### config.mk
export PLATFORM = sky130hd
export DESIGN_NAME = simon_key_reverser
export DESIGN_NICKNAME = d
export VERILOG_FILES = /design/src/rtl/simon64_96_pkg.sv /design/src/rtl/simon_key_step.sv /design/src/rtl/simon_key_reverser.sv
export SDC_FILE = /design/constraint.sdc
export NUM_CORES = 1
export LEC_CHECK = 0
export CAP_MARGIN = 20
export CORE_MARGIN = 1.5
export CORE_UTILIZATION = 44
export DETAILED_ROUTE_END_ITERATION = 10
export HOLD_SLACK_MARGIN = 0.12
export PLACE_DENSITY = 0.83
export REMOVE_ABC_BUFFERS = 1
export SYNTH_ARGS = -nofsm -noshare
export SYNTH_HDL_FRONTEND = slang
export SYNTH_SLANG_ARGS = --single-unit
### constraint.sdc
create_clock -name clk -period 3.2 [get_ports clk]
set_clock_uncertainty 0.1 [all_clocks]
set_input_delay 0.64 -clock clk [delete_from_list [all_inputs] [get_ports clk]]
set_output_delay 0.64 -clock clk [all_outputs]
set_load 0.005 [all_outputs]
### src/rtl/simon64_96_pkg.sv
`default_nettype none
// ============================================================================
//  Module   : simon64_96_pkg
//  Purpose  : Shared constants and state encoding for the SIMON64/96 key server.
//  Revision : 1.0
// ============================================================================
package simon64_96_pkg;

    localparam int N = 32;
    localparam int M = 3;
    localparam int T = 42;

    localparam logic [N-1:0] C_WORD = 32'hFFFFFFFC;

    // Bit i holds element i of z2, so the literal reads last element first.
    localparam logic [61:0] Z2 =
        62'b11_0011011010_0111111000_1000010100_0110010010_1100000011_1011110101;

    localparam logic [5:0] EXPAND_LAST = 6'd38;
    localparam logic [5:0] LAST_IDX    = 6'(T - 1);

    typedef enum logic [1:0] {
        IDLE   = 2'd0,
        EXPAND = 2'd1,
        EMIT   = 2'd2
    } state_t;

endpackage
`default_nettype wire

### src/rtl/simon_key_step.sv
`default_nettype none
// ============================================================================
//  Module   : simon_key_step
//  Purpose  : Combinational key-schedule step a ^ C ^ z ^ ror3(b) ^ ror4(b).
//  Revision : 1.0
// ============================================================================
module simon_key_step
    import simon64_96_pkg::*;
(
    input  logic [N-1:0] i_a,
    input  logic [N-1:0] i_b,
    input  logic         i_z,
    output logic [N-1:0] o_f
);

    logic [N-1:0] w_ror3;
    logic [N-1:0] w_ror4;
    logic [N-1:0] w_zWord;

    assign w_ror3  = {i_b[2:0], i_b[N-1:3]};
    assign w_ror4  = {i_b[3:0], i_b[N-1:4]};
    assign w_zWord = {{(N-1){1'b0}}, i_z};
    assign o_f     = i_a ^ C_WORD ^ w_zWord ^ w_ror3 ^ w_ror4;

endmodule
`default_nettype wire

### src/rtl/simon_key_reverser.sv
`default_nettype none
// ============================================================================
//  Module   : simon_key_reverser
//  Purpose  : Expands a SIMON64/96 master key forward to k39..k41, then streams
//             round keys k41..k0 using the reverse schedule recurrence.
//  Revision : 1.0
// ============================================================================
module simon_key_reverser
    import simon64_96_pkg::*;
(
    input  logic           clk,
    input  logic           rst,
    input  logic           start,
    input  logic [3*N-1:0] masterKey,
    output logic           busy,
    output logic           keyValid,
    input  logic           keyReady,
    output logic [N-1:0]   roundKey,
    output logic [5:0]     roundIdx,
    output logic           lastKey
);

    state_t       r_state;
    state_t       w_stateNext;
    logic [N-1:0] r_w0;
    logic [N-1:0] r_w1;
    logic [N-1:0] r_w2;
    logic [5:0]   r_cnt;
    logic [5:0]   r_roundIdx;

    logic [N-1:0] w_stepA;
    logic [N-1:0] w_stepB;
    logic [5:0]   w_zIdx;
    logic         w_stepZ;
    logic [N-1:0] w_stepOut;
    logic         w_handshake;
    logic         w_emitting;

    assign w_emitting  = (r_state == EMIT);
    assign w_handshake = w_emitting && keyReady;

    // One step unit: forward operands while expanding, reverse operands while emitting.
    always_comb begin
        w_stepA = r_w0;
        w_stepB = r_w2;
        w_zIdx  = r_cnt;
        if (w_emitting) begin
            w_stepA = r_w2;
            w_stepB = r_w1;
            w_zIdx  = (r_roundIdx >= 6'd3) ? (r_roundIdx - 6'd3) : 6'd0;
        end
        w_stepZ = Z2[w_zIdx];
    end

    simon_key_step u_step (
        .i_a (w_stepA),
        .i_b (w_stepB),
        .i_z (w_stepZ),
        .o_f (w_stepOut)
    );

    always_comb begin
        w_stateNext = r_state;
        case (r_state)
            IDLE:    if (start) w_stateNext = EXPAND;
            EXPAND:  if (r_cnt == EXPAND_LAST) w_stateNext = EMIT;
            EMIT:    if (keyReady && (r_roundIdx == 6'd0)) w_stateNext = IDLE;
            default: w_stateNext = IDLE;
        endcase
    end

    always_ff @(posedge clk) begin
        if (rst) begin
            r_state    <= IDLE;
            r_w0       <= '0;
            r_w1       <= '0;
            r_w2       <= '0;
            r_cnt      <= '0;
            r_roundIdx <= '0;
        end else begin
            r_state <= w_stateNext;
            case (r_state)
                IDLE: begin
                    if (start) begin
                        r_w0  <= masterKey[N-1:0];
                        r_w1  <= masterKey[2*N-1:N];
                        r_w2  <= masterKey[3*N-1:2*N];
                        r_cnt <= '0;
                    end
                end
                EXPAND: begin
                    r_w0  <= r_w1;
                    r_w1  <= r_w2;
                    r_w2  <= w_stepOut;
                    r_cnt <= r_cnt + 6'd1;
                    if (r_cnt == EXPAND_LAST) r_roundIdx <= LAST_IDX;
                end
                EMIT: begin
                    if (w_handshake) begin
                        r_w2 <= r_w1;
                        r_w1 <= r_w0;
                        // Below index 3 the window already holds k2..k0; w0 is dead.
                        if (r_roundIdx >= 6'd3) r_w0 <= w_stepOut;
                        if (r_roundIdx != 6'd0) r_roundIdx <= r_roundIdx - 6'd1;
                    end
                end
                default: ;
            endcase
        end
    end

    assign busy     = (r_state != IDLE);
    assign keyValid = w_emitting;
    assign roundKey = w_emitting ? r_w2 : '0;
    assign roundIdx = r_roundIdx;
    assign lastKey  = w_emitting && (r_roundIdx == 6'd0);

endmodule
`default_nettype wire

; ---- Word-level counts from Yosys, hierarchy flattened
; Memories as Yosys holds them, arrays and structs flattened.
; Cells that the tools add are included.
[totals]
elab_cells = 66
out_inout_bits = 41
rom_bits = 64
ff_bits = 110
n_memories = 1
input_bits = 100
[classes]
magnitude_cmp = 2
n_mux = 26
reduce_logical = 15
addsub = 3
eq_ne = 9
bitwise = 4
[mem_list]
columns = name, depth, width, read_ports, rd_clocked_by_memory_dff, write_ports, line_no
row1 = (no name shown), 64, 1, 1, 0, 0, simon_key_reverser.sv:52  ; w_stepZ = Z2[w_zIdx];
[ops]
columns = op, n
row1 = $mux W32, 10
row2 = $pmux W32 S3, 3
row3 = $xor A32 B32 Y32, 2
row4 = $mux W6, 6
row5 = $xor A32 B1 Y32, 1
row6 = $not A30 Y30, 1
row7 = $pmux W6 S2, 2
row8 = $reduce_and A4 Y1, 2
row9 = $lt A6 B7 Y1 const B, 1
row10 = $add A6 B1 Y6 const B, 1
row11 = $eq A6 B6 Y1 const B, 1
row12 = $ge A6 B2 Y1 const B, 1
row13 = $logic_not A6 Y1, 1
row14 = $mux W2, 3
row15 = $ne A2 B1 Y1 const B, 3
row16 = $ne A2 B2 Y1 const B, 3
row17 = $pmux W2 S3, 1
row18 = $reduce_and A3 Y1, 2
row19 = $reduce_bool A2 Y1, 3
row20 = $reduce_bool A6 Y1, 1
row21 = $sub A6 B1 Y6 const B, 1
row22 = $sub A6 B2 Y6 const B, 1
row23 = $logic_and A1 B1 Y1, 3
row24 = $reduce_bool A3 Y1, 1
row25 = other kinds (5), 5

; ---- Logic depth before layout (Yosys ltp)
[logic_depth]
word_depth = 11
ltp_mapped = 13

; ---- Modules after synthesis
; From an unflattened synthesis, not the netlist that was laid out.
[unflattened]
hier_cells = 974
area_unflattened_um2 = 7634.8
[modules_own_cells]
columns = mod, area_per_inst_um2, cells_each, seq_area_each_um2, n_inst
row1 = simon_key_reverser, 7065.5, 909, 2202.1, 1
row2 = simon_key_step, 569.3, 65, 0.0, 1

; ---- Least setup slack after synthesis
; OpenSTA, ideal clock, no wires.
[synth_timing]
path_kind = register to register
startpoint = register r_state[0]
endpoint = register r_w2[0]
path_buffers = 2
synth_period_minus_slack_ps = 3138
arrival_ps = 2947
slack_ps = 62
setup_time_ps = 91
path_stages_with_launch = 14
path_cell_list = dfxtp_1 -> inv_1 -> ha_1 -> buf_2 -> buf_2 -> mux2i_1 -> inv_1 -> ha_1 -> a21oi_1 -> nand2_1 -> o211a_1 -> o31a_1 -> or4_1 -> a311oi_1
[synth_via]
elab_chain_len = 8
elab_cells_between_ends = 17
[synth_lines]
columns = item, line_no
row1 = start: declaration, simon_key_reverser.sv:23  ; state_t r_state;
row2 = start signal: assignment, simon_key_reverser.sv:81  ; r_state <= w_stateNext;
row3 = $eq A2 B2 Y1 *, simon_key_reverser.sv:39  ; assign w_emitting = (r_state == EMIT);
row4 = via keyValid, simon_key_reverser.sv:16  ; output logic keyValid,
row5 = $mux W6, simon_key_reverser.sv:47  ; if (w_emitting) begin
row6 = $mem_v2 Z64 W1, n/a
row7 = $mux W1 (not written as such), simon_key_reverser.sv:52
row8 = $xor A32 B1 Y32, simon_key_step.sv:23  ; assign o_f = i_a ^ C_WORD ^ w_zWord ^ w_ror3 ^ w_ror4;
row9 = $xor A32 B32 Y32 (2 in a row), simon_key_step.sv:23
row10 = $pmux W32 S3, simon_key_reverser.sv:82  ; case (r_state)
row11 = end signal: assignment, simon_key_reverser.sv:87  ; r_w2 <= masterKey[3*N-1:2*N];
row12 = end signal: assignment, simon_key_reverser.sv:94  ; r_w2 <= w_stepOut;
row13 = end signal: assignment, simon_key_reverser.sv:100  ; r_w2 <= r_w1;
row14 = end: declaration, simon_key_reverser.sv:27  ; logic [N-1:0] r_w2;
; The timed path passes the listed nets; every way through them passes the cells marked *. The select of a mux whose other input is x is not followed.
; A chain may end at the register's enable or synchronous reset.

; ---- Worst setup path after layout
[layout_timing]
startpoint = register r_roundIdx[5], in the netlist roundIdx[5]
endpoint = register r_w2[0]
[layout_via]
elab_chain_len = 9
elab_cells_between_ends = 10
[layout_lines]
columns = item, line_no
row1 = start: declaration, simon_key_reverser.sv:29  ; logic [5:0] r_roundIdx;
row2 = start signal: assignment, simon_key_reverser.sv:104  ; if (r_roundIdx != 6'd0) r_roundIdx <= r_roundIdx - 6'd1;
row3 = $sub A6 B2 Y6 or $ge A6 B2 Y1 (tied branches), simon_key_reverser.sv:50  ; w_zIdx = (r_roundIdx >= 6'd3) ? (r_roundIdx - 6'd3) : 6'd0;
row4 = $mux W6 *, simon_key_reverser.sv:50
row5 = $mux W6 *, simon_key_reverser.sv:47
row6 = $mem_v2 Z64 W1 *, n/a
row7 = $mux W1 (not written as such) *, simon_key_reverser.sv:52
row8 = $xor A32 B1 Y32 *, simon_key_step.sv:23
row9 = $xor A32 B32 Y32 * (2 in a row), simon_key_step.sv:23
row10 = $pmux W32 S3 *, simon_key_reverser.sv:82
; Every way passes the cells marked *; elsewhere a longest branch is shown, timed or not. The select of a mux whose other input is x is not followed.

==> flow_summary.toml <==
[status]
outcome = "complete, no violations"

[logic_synthesis]
yosys.cell_types.count = 50
syn_avg_cell_area_um2 = 7.24
muxShareOfSynthArea = 0.00751
synth-compound-area-share = 0.305
async_flop_share = 0
yosysSeqAreaShare = 0.275
yosysMostFrequentCell = "nor2_1"
synth_ff_type = "dfxtp_1"
post-synth-top-area-fraction = 0.275
synthSimpleGateAreaFrac = 0.179
synth_top_family_by_area = "compound AO/OA/AOI/OAI gates"
synth_seq_cells = 110
synth_xor_area_frac = 0.147
synth_commonest_cells = "nor2_1, clkbuf_1, dfxtp_1, a21oi_1, xnor2_1"
synth_area_mm2 = 0.00800
synth_cells = 1105
synthAdderAreaFrac = 0.0188
synth_edf_count = 0
synth_area_leaders = "dfxtp_1, xnor2_1, a22oi_1"
yosysTopAreaCell = "dfxtp_1"
yosys_warnings = 0

[sta]
rsz0062_at_grt = "false"
fin_crit_ps = 3050
fin_crit_sh = 0.952
timing.final.ws_setup_ps = 154
finalSetupTns_ps = 0
hold_viol = 0
fmax_mhz = 328
tightestPinTransition_ps = 727
slew_viol_final = 0
slew_headroom = 0.511
setup_viol_count_final = 0

[grt]
grt_max_degree = 176
grt_antenna_before_repair = 0
overflow = 0
grt_pass1_wl_mm = 35.4
grt_pass1_vias = 7198
grt_usage = 0.231

[clocking]
clock_path_buffers = 2
htreeDepth = 3
hold_buffers = 0
cts_tree = "done"
cts_buffers = 9
postCtsSetupRepairBufs = 0
insertion_delay_ps = 360
cts-root-buf = "clkbuf_16"
clk_pin_slew_ps = 70
cts.repair.resized = 0
cts_num_sinks = 110

[detailed_routing]
routed_wl_mm = 22.6
viasPerCell = 5.82
vias = 8004
post_drt_wl_per_cell_um = 16.4
first_pass_iters = 5
drtAntennaViolNets = 0
drt_iter0_markers = 772
route.detailed.drc = 0

[worst_setup_path]
path_max_fanout = 9
path_class = "flop to flop"
cp_slowest_cell = "or4_4"
worstPathCellList = "or4_4 > nor2_1 > nor3_2 > ha_1 > a21oi_2 > nand2_1 > o211a_1 > o31a_1 > or4_1 > a311oi_1"
worstPathArrival_ps = 3210
critPathRequiredTime_ps = 3360
cp-startpoint = "roundIdx[5]"
max_stage_delay_ps = 570
cp_top_family = "simple AND/OR/NAND/NOR gates"
r2r_start = "roundIdx[5]"
end_kind = "flop"
crit_buf_inv = 0
cp-start-kind = "flop"

[pwr]
p_total_uw = 10800
p_leak_uw = 0.00338
p_per_area_mw_per_mm2 = 1110
vdd_ir_drop_max_v = 0.000638

[layout]
finish.utilization = 0.544
nets = 1258
n_antenna_cell = 0
syn_to_final_growth_pct = 21.6
layout-drive-gt1-share = 0.0418
fillers = 1692
final_area_mm2 = 0.00973

[placement]
place_congestion = 0.896
hpwlAfterDp_mm = 14.4
placed_cell_area_mm2 = 0.00942
pre_cts_ws_ps = 87.9
placement.io_buffers = 140

[worst_hold_path]
hold_class = "flop to flop"
min-delay-start = "r_w0[6]"

[floorplan]
core.rowCount = 49
dieArea_mm2 = 0.0190
die_x_um = 138
coreArea_mm2 = 0.0179
start_util = 0.447
boundaryPins = 141
fp.dieH_um = 138

[flow_run]
drv_cap = 0
cells in the final DEF, fill, tap and decap left out, types with 34 or more instances in the layout:
cell and count:
xnor2_1 99, dfxtp_1 104, nand2_1 81, nor2_1 188
a22oi_1 94, o21ai_0 40, clkdlybuf4s50_1 139, xor2_1 35
a21oi_1 105, and2_1 34, a211oi_1 64
worst paths after layout:
kind	end	slack, ps	cells after the start
min reg2reg	r_w0[6]	440	2
max	r_w2[0]	150	10
min	r_w0[6]	440	2
max reg2reg	r_w2[0]	150	10
worst reg2reg max path: stages (launching register included):
cell,delay [ps]
dfxtp_2,380
or4_4,570
nor2_1,200
nor3_2,90
ha_1,350
a21oi_2,120
nand2_1,60
o211a_1,220
o31a_1,130
or4_1,470
a311oi_1,260
power breakdown:
group	total (uW)	switching, uW	internal, uW
logic	6750	3680	3070
registers	3050	1060	1990
clock network	1040	527	513
stage by stage:
step | hold WS [ps] | std cells
final | 438 | 1376
after global routing | 461 | 1376
after CTS | 438 | 1375
after detailed placement | 425 | 1363
after global placement | 418 | 1363
after floorplan | 401 | 978
sequential cells by signal, indices dropped and copies added (netlist names):
name      cells
r_w0         32
r_w1         32
r_w2         32
r_cnt         6
roundIdx      6
r_state       2
cell families after synthesis:
| family | after synthesis |
|---|---|
| AND/OR/NAND/NOR | 336 |
| XOR/XNOR | 134 |
| AO/OA/AOI/OAI | 365 |
| flip-flops | 110 |
| buffers and inverters | 142 |
| adder cells (fa/ha/maj) | 12 |
| multiplexers | 6 |
cell type report:
type | instances | area [um2] | share of cell area
multi-input cells | 853 | 5320 | 0.547
flip-flops and latches | 110 | 2210 | 0.227
repair buffers | 157 | 1610 | 0.166
well taps | 229 | 287 | 0.0294
clock buffers | 10 | 229 | 0.0235
inverters | 15 | 56.3 | 0.00579
clock inverters | 2 | 13.8 | 0.00141
routing by layer:
metal	GRT usage	share of wire	wire length [um]
met2	0.373	0.46	10500
met1	0.315	0.46	10300
met4	0.0856	0.020	445
met3	0.0287	0.061	1380
met5	0	0	0
Note: power is estimated with default switching activity, not from simulation.
